**config.mk**
```make
export PLATFORM = sky130hd
export DESIGN_NAME = alu_exec_unit
export DESIGN_NICKNAME = d
export VERILOG_FILES = /design/src/rtl/alu_exec_unit.sv
export SDC_FILE = /design/constraint.sdc
export NUM_CORES = 1
export LEC_CHECK = 0
export CORE_ASPECT_RATIO = 1.1
export CORE_MARGIN = 4
export CORE_UTILIZATION = 35
export CTS_CLUSTER_SIZE = 30
export DETAILED_ROUTE_END_ITERATION = 10
export PLACE_DENSITY = 0.63
export REMOVE_ABC_BUFFERS = 1
export SETUP_SLACK_MARGIN = 0.02
export SLEW_MARGIN = 20
export SYNTH_ARGS = -nofsm -noshare
export SYNTH_HDL_FRONTEND = slang
export SYNTH_SLANG_ARGS = --single-unit
```
**constraint.sdc**
```tcl
create_clock -name clk -period 9.45 [get_ports clk]
set_input_delay 1.89 -clock clk [delete_from_list [all_inputs] [get_ports clk]]
set_output_delay 1.89 -clock clk [all_outputs]
set_load 0.005 [all_outputs]
```
**src/rtl/alu_exec_unit.sv**
```systemverilog
// MIPS execute-stage slice: ALU-control decode, 32-bit ALU with zero flag, PC+4 and branch-target adders.
// Latency: 1 clk; inputs sampled at a rising edge with en=1 appear on the registered outputs after that edge.
// Backpressure: none; en=0 stalls the stage and holds every output. Optional ALU_OVF_EN adds a registered ovf port.
module alu_exec_unit #(
   parameter int WIDTH   = 32,
   parameter int PC_STEP = 4
) (
   input  logic             clk,
   input  logic             reset,
   input  logic             en,
   input  logic [1:0]       alu_op,
   input  logic [5:0]       func_code,
   input  logic [5:0]       opcode,
   input  logic [WIDTH-1:0] a,
   input  logic [WIDTH-1:0] b,
   input  logic [WIDTH-1:0] pc,
   input  logic [WIDTH-1:0] imm_ext,
   output logic [3:0]       alu_ctrl,
   output logic [WIDTH-1:0] result,
   output logic             zero,
   output logic [WIDTH-1:0] next_pc,
   output logic [WIDTH-1:0] branch_pc
`ifdef ALU_OVF_EN
   ,
   output logic             ovf
`endif
);

   // Control-unit ALU op classes.
   localparam logic [1:0] OP_ADD   = 2'b00;
   localparam logic [1:0] OP_SUB   = 2'b01;
   localparam logic [1:0] OP_RTYPE = 2'b10;
   localparam logic [1:0] OP_ITYPE = 2'b11;

   // R-type funct codes.
   localparam logic [5:0] FN_ADD = 6'b100000;
   localparam logic [5:0] FN_SUB = 6'b100010;
   localparam logic [5:0] FN_AND = 6'b100100;
   localparam logic [5:0] FN_OR  = 6'b100101;
   localparam logic [5:0] FN_XOR = 6'b100110;
   localparam logic [5:0] FN_NOR = 6'b100111;
   localparam logic [5:0] FN_SLT = 6'b101010;
   localparam logic [5:0] FN_SLL = 6'b000000;
   localparam logic [5:0] FN_SRL = 6'b000010;

   // I-type opcodes.
   localparam logic [5:0] OC_ADDI = 6'b001000;
   localparam logic [5:0] OC_ANDI = 6'b001100;
   localparam logic [5:0] OC_ORI  = 6'b001101;
   localparam logic [5:0] OC_XORI = 6'b001110;
   localparam logic [5:0] OC_SLTI = 6'b001010;
   localparam logic [5:0] OC_LUI  = 6'b001111;

   // Decoded ALU operations.
   localparam logic [3:0] ALU_AND = 4'b0000;
   localparam logic [3:0] ALU_OR  = 4'b0001;
   localparam logic [3:0] ALU_ADD = 4'b0010;
   localparam logic [3:0] ALU_XOR = 4'b0011;
   localparam logic [3:0] ALU_SLL = 4'b0100;
   localparam logic [3:0] ALU_SRL = 4'b0101;
   localparam logic [3:0] ALU_SUB = 4'b0110;
   localparam logic [3:0] ALU_SLT = 4'b0111;
   localparam logic [3:0] ALU_LUI = 4'b1000;
   localparam logic [3:0] ALU_NOR = 4'b1100;
   localparam logic [3:0] ALU_NOP = 4'b1111;

   localparam int SHW  = $clog2(WIDTH);
   localparam int HALF = WIDTH / 2;

   logic [5:0]       sel;
   logic [3:0]       ctrl_nxt;
   logic [WIDTH-1:0] sum;
   logic [WIDTH-1:0] diff;
   logic             slt;
   logic [WIDTH-1:0] result_nxt;
   logic             zero_nxt;
   logic [WIDTH-1:0] next_pc_nxt;
   logic [WIDTH-1:0] branch_pc_nxt;

   // Decode op class plus funct/opcode into the 4-bit ALU operation; unknown codes become NOP.
   always_comb begin
      ctrl_nxt = ALU_NOP;
      sel      = (alu_op == OP_ITYPE) ? opcode : func_code;
      case (alu_op)
         OP_ADD: ctrl_nxt = ALU_ADD;
         OP_SUB: ctrl_nxt = ALU_SUB;
         OP_RTYPE: begin
            case (sel)
               FN_ADD:  ctrl_nxt = ALU_ADD;
               FN_SUB:  ctrl_nxt = ALU_SUB;
               FN_AND:  ctrl_nxt = ALU_AND;
               FN_OR:   ctrl_nxt = ALU_OR;
               FN_XOR:  ctrl_nxt = ALU_XOR;
               FN_NOR:  ctrl_nxt = ALU_NOR;
               FN_SLT:  ctrl_nxt = ALU_SLT;
               FN_SLL:  ctrl_nxt = ALU_SLL;
               FN_SRL:  ctrl_nxt = ALU_SRL;
               default: ctrl_nxt = ALU_NOP;
            endcase
         end
         OP_ITYPE: begin
            case (sel)
               OC_ADDI: ctrl_nxt = ALU_ADD;
               OC_ANDI: ctrl_nxt = ALU_AND;
               OC_ORI:  ctrl_nxt = ALU_OR;
               OC_XORI: ctrl_nxt = ALU_XOR;
               OC_SLTI: ctrl_nxt = ALU_SLT;
               OC_LUI:  ctrl_nxt = ALU_LUI;
               default: ctrl_nxt = ALU_NOP;
            endcase
         end
         default: ctrl_nxt = ALU_NOP;
      endcase
   end

   // Shared adder/subtractor and signed compare feeding the result mux.
   always_comb begin
      sum  = a + b;
      diff = a - b;
      slt  = ($signed(a) < $signed(b));
   end

   // ALU result select; shifts use only the low shift-amount bits of a, and zero is taken from the
   // selected result so NOP reports zero=1.
   always_comb begin
      result_nxt = '0;
      case (ctrl_nxt)
         ALU_AND: result_nxt = a & b;
         ALU_OR:  result_nxt = a | b;
         ALU_ADD: result_nxt = sum;
         ALU_XOR: result_nxt = a ^ b;
         ALU_SLL: result_nxt = b << a[SHW-1:0];
         ALU_SRL: result_nxt = b >> a[SHW-1:0];
         ALU_SUB: result_nxt = diff;
         ALU_SLT: result_nxt = {{(WIDTH-1){1'b0}}, slt};
         ALU_LUI: result_nxt = {b[HALF-1:0], {HALF{1'b0}}};
         ALU_NOR: result_nxt = ~(a | b);
         default: result_nxt = '0;
      endcase
      zero_nxt = (result_nxt == '0);
   end

   // Sequential PC and branch-target adders; both wrap modulo 2^WIDTH.
   always_comb begin
      next_pc_nxt   = pc + WIDTH'(PC_STEP);
      branch_pc_nxt = next_pc_nxt + {imm_ext[WIDTH-3:0], 2'b00};
   end

   // Output registers: reset dominates, en=0 holds.
   always_ff @(posedge clk or posedge reset) begin
      if (reset) begin
         alu_ctrl  <= 4'b0000;
         result    <= '0;
         zero      <= 1'b1;
         next_pc   <= '0;
         branch_pc <= '0;
      end else if (en) begin
         alu_ctrl  <= ctrl_nxt;
         result    <= result_nxt;
         zero      <= zero_nxt;
         next_pc   <= next_pc_nxt;
         branch_pc <= branch_pc_nxt;
      end
   end

`ifdef ALU_OVF_EN
   logic ovf_nxt;

   // Signed overflow: ADD when like-signed operands yield an opposite-signed sum, SUB when
   // operand signs differ and the difference takes b's sign; the result is still written.
   always_comb begin
      ovf_nxt = 1'b0;
      case (ctrl_nxt)
         ALU_ADD: ovf_nxt = (a[WIDTH-1] == b[WIDTH-1]) && (sum[WIDTH-1]  != a[WIDTH-1]);
         ALU_SUB: ovf_nxt = (a[WIDTH-1] != b[WIDTH-1]) && (diff[WIDTH-1] != a[WIDTH-1]);
         default: ovf_nxt = 1'b0;
      endcase
   end

   // Overflow flag register, same reset/hold behaviour as the other outputs.
   always_ff @(posedge clk or posedge reset) begin
      if (reset) begin
         ovf <= 1'b0;
      end else if (en) begin
         ovf <= ovf_nxt;
      end
   end
`endif

endmodule

```
[Word-level counts from Yosys, hierarchy flattened]
Cells that the tools add are included.
Word-level totals
  register bits after elaboration: 101
  bits of input ports: 145
  output and inout bits: 101
  word-level logic and storage cells: 51
Operators by class
  equal/unequal tests: 26
  muxes and demuxes: 5
  reductions and logical operators: 4
  $lt $le $gt $ge: 1
  shifts and indexed selects: 2
  bitwise gates (word level): 4
  $add $sub $neg: 4
Operators with widths (number)
  32-bit one-hot mux with 10 select lines: 1
  32-bit adder: 2
  6-bit equality test, second input constant: 7
  6-bit by 4-bit equality test with 1-bit output, second input constant: 6
  4-bit one-hot mux with 9 select lines: 1
  32-bit by 3-bit adder with 32-bit output, second input constant: 1
  32-bit AND: 1
  32-bit logical NOT: 1
  32-bit < comparator: 1
  32-bit NOT: 1
  32-bit OR: 1
  32-bit by 5-bit << shifter with 32-bit output: 1
  32-bit by 5-bit right shift with 32-bit output: 1
  32-bit subtractor: 1
  32-bit bitwise XOR: 1
  4-bit one-hot mux with 6 select lines: 1
  4-bit by 3-bit equality test with 1-bit output, second input constant: 4
  4-bit one-hot mux with 4 select lines: 1
  4-bit by 2-bit equality test with 1-bit output, second input constant: 2
  4-bit equality test, second input constant: 2
  6-bit by 2-bit equality test with 1-bit output, second input constant: 1
  6-bit logical NOT: 1
  6-bit two-way mux: 1
  2-bit equality test, second input constant: 2
  other kinds (4): 4

[Logic depth before layout (Yosys ltp)]
Gate-level depths: netlist (run 1).
  depth in word-level cells: 8
  depth in mapped cells: 20
  gate-level depth less buffers: 20

[Worst setup path after synthesis (run 1)]
OpenSTA, ideal clock, no wires.
  kind: input port to flip-flop
  start point: in a[2]
  end point: reg zero
  setup slack: 3.195 ns
  library setup time: 0.073 ns
  path buffers: 5
  arrival time: 6.182 ns
  data required time: 9.377 ns
  cell stages on the path: 20
  cells stage by stage: clkbuf_1 > inv_1 > buf_1 > buf_1 > buf_2 > ha_1 > buf_2 > nor2b_1 > o311ai_0 > a21oi_1 > a311oi_2 > o221ai_1 > o21ai_1 > a21boi_0 > o41a_1 > a221o_1 > a21oi_1 > nor4b_1 > nand4_1 > o2bb2ai_1
On the way
  word-level cells in the longest chain between the ends: 4
  elaborated cells between the ends (all ways): 11
  classes of those cells: add/sub (2); order compare (1); shift (2); mux (1); bitwise (4); reduce/logical (1)
Ends and longest elaborated chain
  from (decl): RTL line 14  | input logic [WIDTH-1:0] a,
  parallel branches: the longest is 2 deep, another holds 32-bit subtractor
  32-bit one-hot mux with 10 select lines *: RTL line 127  | case (ctrl_nxt)
  32-bit logical NOT *: RTL line 140  | zero_nxt = (result_nxt == '0);
  to (signal assigned): RTL line 160  | zero <= zero_nxt;
  to (decl): RTL line 20  | output logic zero,
Every way passes the cells marked *.
A chain may end at the register's enable or synchronous reset.

[Worst setup path in the final report (run 1)]
  start point: in b[0]
  end point: reg zero
On the way
  word-level cells in the longest chain between the ends: 4
  elaborated cells between the ends (all ways): 11
  classes of those cells: add/sub (2); order compare (1); shift (2); mux (1); bitwise (4); reduce/logical (1)
Ends and longest elaborated chain
  from (decl): RTL line 15  | input logic [WIDTH-1:0] b,
  parallel branches: the longest is 2 deep, another holds 32-bit subtractor
  32-bit one-hot mux with 10 select lines *: RTL line 127
  32-bit logical NOT *: RTL line 140
Marks and branches as above.

==> summary.md, run 1 <==
| Metric | Value |
|---|---|
| CTS Buf Count | 9 |
| Layout Skew | 0 ps |
| Post-synth top area cell | dfrtp_1 |
| Hold Crit Start | branch_pc[22] |
| Reg2reg path depth | 2 |
| Total congestion overflow | 0 |
| Via count | 15.9k |
| Clock sinks | 99 |
| Num ports | 246 |
| Relative slew slack | 26.2% |
| Setup bufs post-CTS | 0 |
| Crit Path Class | primary input to flip-flop |
| Area contributors post-synth | dfrtp_1, ha_1, mux2_2 |
| FILL cells | 4166 |
| Final worst-path cycle share | 82.0% |
| P_leak | 7.35 nW |
| CTS Buffer Depth | 2 |
| Reg clk slew, reported paths | 70 ps |
| Multi-input logic area | 11300 sq um |
| Most used DFF post-synth | dfrtp_1 |
| Drt first pass iters | 9 |
| Cell area after synthesis | 14700 sq um |
| Rows | 78 |
| Hold slack | 485 ps |
| Post-CTS sizing | 0 |
| Most frequent cells in the layout | clkdlybuf4s50_1, nor2_1, a21oi_1 |
| Outcome | finished clean |
| Core Box Area | 41300 sq um |
| Final setup violation count | 0 |
| #FFs+latches synth | 99 |
| Hold/Removal Path Class | flip-flop to flip-flop |
| Max cap viols | 0 |
| PortBufs | 243 |
| Post-synth ARST share | 100% |
| Mean post-synth cell area | 7.84 sq um |
| CTS tree | yes |
| Largest net degree at the start of global routing | 75 |
| Wire per inst | 24.1 um |
| Hold Fails Final Rpt | 0 |
| FMAX | 0.129 GHz |
| Hold path cells | 2 |
| RR Startpoint | result[15] |
| Share of cells above drive strength 1 | 9.65% |
| Worst IR Drop VDD | 0.000101 V |
| Die area | 45200 sq um |
| Cell family with the largest share of critical-path delay | compound AO/OA/AOI/OAI gates |
| Crit Path Max Fanout | 7 |
| PwrDens | 115 nW/um^2 |
| RSZ-0062 raised after global routing | no |
| Slowest-stage cell, CP | a2111oi_0 |
| R2R Path End | result[15] |
| Min Tclk post-route | 7750 ps |
| Arrival time at the worst endpoint | 8030 ps |
| Most common cell after layout, fill and taps aside | clkdlybuf4s50_1 |
| Hold EP | branch_pc[22] |
| Area Overhead vs Synth | 21.7% |
| Vias per Instance | 6.12 |
| Iter 0 DRT Violations | 1473 |
| Root Buffer | clkbuf_16 |
| H-tree depth | 3 |
| Hpwl dp | 48500 um |
| Number of global-route vias before repair | 15.5k |
| Initial Utilization | 35.5% |
| FF+latch area | 2480 sq um |
| Mapped Cells | 1870 |
| Post-Route Setup TNS | 0 ps |
| Die W | 203 um |
| FF-to-FF setup slack | 8580 ps |
| Die outline height | 223 um |
| GRT Total Usage | 26.5% |
| CP endpoint kind | flip-flop |
| Post-synthesis sequential area ratio | 16.9% |
| Worst path bufs/invs | 2 |
| Total wire length | 62800 um |
| Gpl congestion | 1.00 |
| Instance count on the critical path | 17 |
| Least-Margin Pin Slew | 1080 ps |
| Fin nets | 2310 |
| Antenna viol nets, final | 0 |
| Cts hold-fix bufs | 0 |
| Fin util | 43.2% |
| Worst setup SP type | primary input |
| Yosys warns | 0 |
| Req. time, crit path | 9730 ps |
| EDFF count, synth | 0 |
| Share of the synthesized area in the top cell type | 16.7% |
| DP Area | 17500 sq um |
| Remaining DRCs | 0 |
| Initial antenna violation count | 1 |
| Slew Viols, Final | 0 |
| CP max stage delay | 940 ps |
| First-pass GRT wire length | 94800 um |
| Post-route cell area | 17800 sq um |
| Clk_lat worst skew | 360 ps |
| CP cell instances | clkdlybuf4s50_1 > ha_1 > inv_1 > fa_1 > nor2b_1 > o311ai_0 > a21oi_1 > a311oi_2 > o21ai_0 > a21oi_1 > xnor2_1 > nor2_1 > a2111oi_0 > nand4_1 > nor4_1 > nand4_1 > o2bb2ai_1 |
| Yosys cell types | 101 |
power breakdown:
part           internal (mW)  total (mW)  switching (mW)  leakage, nW
clock                  0.240       0.404           0.164        0.154
sequential             0.497       0.539          0.0419         1.15
combinational          0.493        1.10           0.607         6.04
total                   1.23        2.04           0.813         7.35
tightest hold or removal path: cells and delay by family, from the launching register on:
family	cells	cell delay (ps)
DFF	1	350
and+or+nand+nor	1	50
AOI/OAI and AO/OA	1	50
synth_stat cells, types with 13 or more instances:
cell type / number
xnor2_1: 50
a21o_1: 24
mux2i_1: 66
nor3_1: 53
nand2b_1: 24
xor2_1: 18
mux4_2: 16
inv_1: 107
nor2_1: 197
a221oi_1: 19
o211ai_1: 23
and3_1: 26
a21oi_1: 138
or3_1: 19
o221ai_1: 16
a211o_1: 14
a211oi_1: 40
a22oi_1: 17
a2111oi_0: 13
nand3_1: 43
clkbuf_1: 71
nand4_1: 19
o22ai_1: 24
nand2_1: 133
ha_1: 126
and2_1: 14
a31oi_1: 24
o21ai_0: 80
dfrtp_1: 98
mux2_2: 90
buf_2: 24
o21a_1: 18
registers in the layout, indices dropped and copies added, names as in the netlist:
name	cells
zero	1
branch_pc	30
result	32
next_pc	32
alu_ctrl	4
final cells by class:
type / instances / share of cell area, %
multi-input cells: 1547 / 63.3
repair buffers: 271 / 14.8
flip-flops and latches: 99 / 13.9
well taps: 560 / 3.93
inverters: 108 / 2.29
clock buffers: 13 / 1.40
clock inverters: 3 / 0.365
diodes: 1 / 0.0140
worst max-delay path by stage:
stage                     startpoint    to  slack (ps)
after CTS                       b[0]  zero        1970
after detailed placement        b[0]  zero        1610
after global placement          b[0]  zero        1640
final                           b[0]  zero        1700
after global routing            b[0]  zero        1560
after floorplan            alu_op[0]  zero        3120
layer usage:
layer | GRT usage (%) | routed length, um | share of wire (%)
met3 | 5.53 | 5540 | 8.8
met4 | 9.14 | 2250 | 3.6
met5 | 0 | 0 | 0
met2 | 43.5 | 29100 | 46
met1 | 34.8 | 25900 | 41
through the flow:
stage / worst slack (ps) / cells / power, mW
floorplan: 3120 / 1754 / 1.12
global placement: 1640 / 2584 / 1.62
finish: 1700 / 2602 / 2.04
global route: 1560 / 2601 / 2.16
detailed placement: 1610 / 2584 / 1.62
CTS: 1970 / 2600 / 2.05
cell families after synthesis:
| logic type | after synthesis | synth area share, % |
|---|---|---|
| muxes | 173 | 14.0 |
| buffers and inverters | 224 | 6.30 |
| adders and majority gates | 130 | 11.2 |
| DFF | 99 | 16.9 |
| and+or+nand+nor | 586 | 19.2 |
| xor gates and xnor gates | 68 | 4.06 |
| AOI/OAI and AO/OA | 590 | 28.3 |
Note: power is estimated with default switching activity, not from simulation.
==> run 2: changes to the inputs <==
Settings changed: PLACE_DENSITY 0.63 to 0.66.
Clock period 9.45 ns to 6.6 ns, I/O delays scaled along.
==> summary.md, run 2 (synthesized netlist as in run 1, its figures left out) <==
| Metric | Value |
|---|---|
| PortBufs | 243 |
| Gpl congestion | 1.03 |
| Total wire length | 64200 um |
| Crit Path Max Fanout | 18 |
| Hpwl dp | 50900 um |
| Antenna viol nets, final | 0 |
| Crit Path Class | primary input to flip-flop |
| Post-route cell area | 18400 sq um |
| Req. time, crit path | 6890 ps |
| GRT Total Usage | 27.2% |
| P_leak | 7.73 nW |
| Clock sinks | 99 |
| Post-Route Setup TNS | 0 ps |
| Slew Viols, Final | 0 |
| Most common cell after layout, fill and taps aside | clkdlybuf4s50_1 |
| Least-Margin Pin Slew | 1060 ps |
| Setup bufs post-CTS | 0 |
| Total congestion overflow | 0 |
| Leading registers by flop count | next_pc (32), result (32), branch_pc (30) |
| Vias per Instance | 6.06 |
| Num ports | 246 |
| Share of cells above drive strength 1 | 13.0% |
| Max cap viols | 0 |
| Hold/Removal Path Class | flip-flop to flip-flop |
| Relative slew slack | 28.2% |
| CP endpoint kind | flip-flop |
| Remaining DRCs | 0 |
| DP Area | 18100 sq um |
| Outcome | finished clean |
| PwrDens | 163 nW/um^2 |
| Die outline height | 223 um |
| H-tree depth | 3 |
| Final worst-path cycle share | 92.9% |
| Layout Skew | 0 ps |
| Wire per inst | 24.0 um |
| Rows | 78 |
| RSZ-0062 raised after global routing | no |
| Largest net degree at the start of global routing | 71 |
| First-pass GRT wire length | 97300 um |
| FF-to-FF setup slack | 5700 ps |
| Reg clk slew, reported paths | 70 ps |
| CTS Buffer Depth | 2 |
| Final setup violation count | 0 |
| Number of global-route vias before repair | 15.9k |
| Worst setup SP type | primary input |
| Fin nets | 2387 |
| Die W | 203 um |
| CTS tree | yes |
| Core Box Area | 41300 sq um |
| Area Overhead vs Synth | 25.9% |
| Arrival time at the worst endpoint | 6420 ps |
| Root Buffer | clkbuf_16 |
| Die area | 45200 sq um |
| Initial antenna violation count | 0 |
| Most frequent cells in the layout | clkdlybuf4s50_1, nor2_1, a21oi_1 |
| ANT cells | 0 |
| Initial Utilization | 35.5% |
| Post-CTS sizing | 0 |
| Hold Fails Final Rpt | 0 |
| Clk_lat worst skew | 360 ps |
| Via count | 16.2k |
| CTS Buf Count | 9 |
| Iter 0 DRT Violations | 1766 |
| FMAX | 0.163 GHz |
| Cts hold-fix bufs | 0 |
| Drt first pass iters | 5 |
| Min Tclk post-route | 6130 ps |
| Worst IR Drop VDD | 0.000149 V |
[run 2: cell count changes in the layout (fill, tap and decap cells not counted)]
cell,before,now
buf_12,0,4
buf_16,1,0
buf_4,29,103
clkbuf_1,3,1
clkinv_2,1,0
clkinvlp_4,0,1
diode_2,1,0
inv_6,0,2
o41ai_1,3,4
o41ai_2,1,0
[run 2: final cells by class]
type	count	area [sq um]
fill	4222	22800
multi-input combinational	1547	11300
timing repair buffer	348	3260
sequential	99	2480
tap	560	701
inverter	108	408
clock buffer	11	243
clock inverter	5	85.1
[run 2: final timing paths]
check	startpoint	to	cells past startpoint
max	alu_op[1]	zero	15
min	zero	zero	1
max reg2reg	result[15]	result[15]	2
min reg2reg	zero	zero	1
max in group asynchronous	reset	result[22]	3
min in group asynchronous	reset	alu_ctrl[1]	2
[run 2: per-layer routing]
layer  share of wire [%]  track usage, %  up-vias
met5                   0               0        -
met4                 3.8            9.82        0
met3                 9.5            6.19      144
met2                  46            43.9      812
met1                  41            35.7     7786
li1                    -               -     7495
[run 2: critical path, cell delays in order]
cell	delay [ps]
clkdlybuf4s50_1	630
and2_1	340
o21a_1	260
or4_4	540
and2_1	470
mux2_1	450
nand3_1	90
o41ai_1	80
nor4_1	790
and4b_1	300
nand4_1	210
nor4_1	510
buf_4	190
nand4_1	80
o2bb2ai_1	160
[run 2: per-stage QoR]
stage	setup WS, ps	std cells	total power, mW	hold WS, ps	utilization (%)
floorplan	843	1754	1.60	467	-
global placement	169	2662	2.39	466	43.9
detailed placement	146	2662	2.40	477	43.9
CTS	524	2678	3.02	488	44.7
global route	182	2678	3.20	496	44.7
finish	466	2678	3.02	486	44.7
[run 2: report_power, final]
part / switching (mW) / internal, mW / leakage, nW
Clock: 0.248 / 0.346 / 0.157
Combinational: 0.890 / 0.759 / 6.42
Sequential: 0.0611 / 0.711 / 1.15
Total: 1.20 / 1.82 / 7.73
==> run 3: changes to the inputs <==
Settings changed: TNS_END_PERCENT from default to 1.
==> results of run 3 <==
No change in the layout: final DEF, timing and power equal those of run 2.
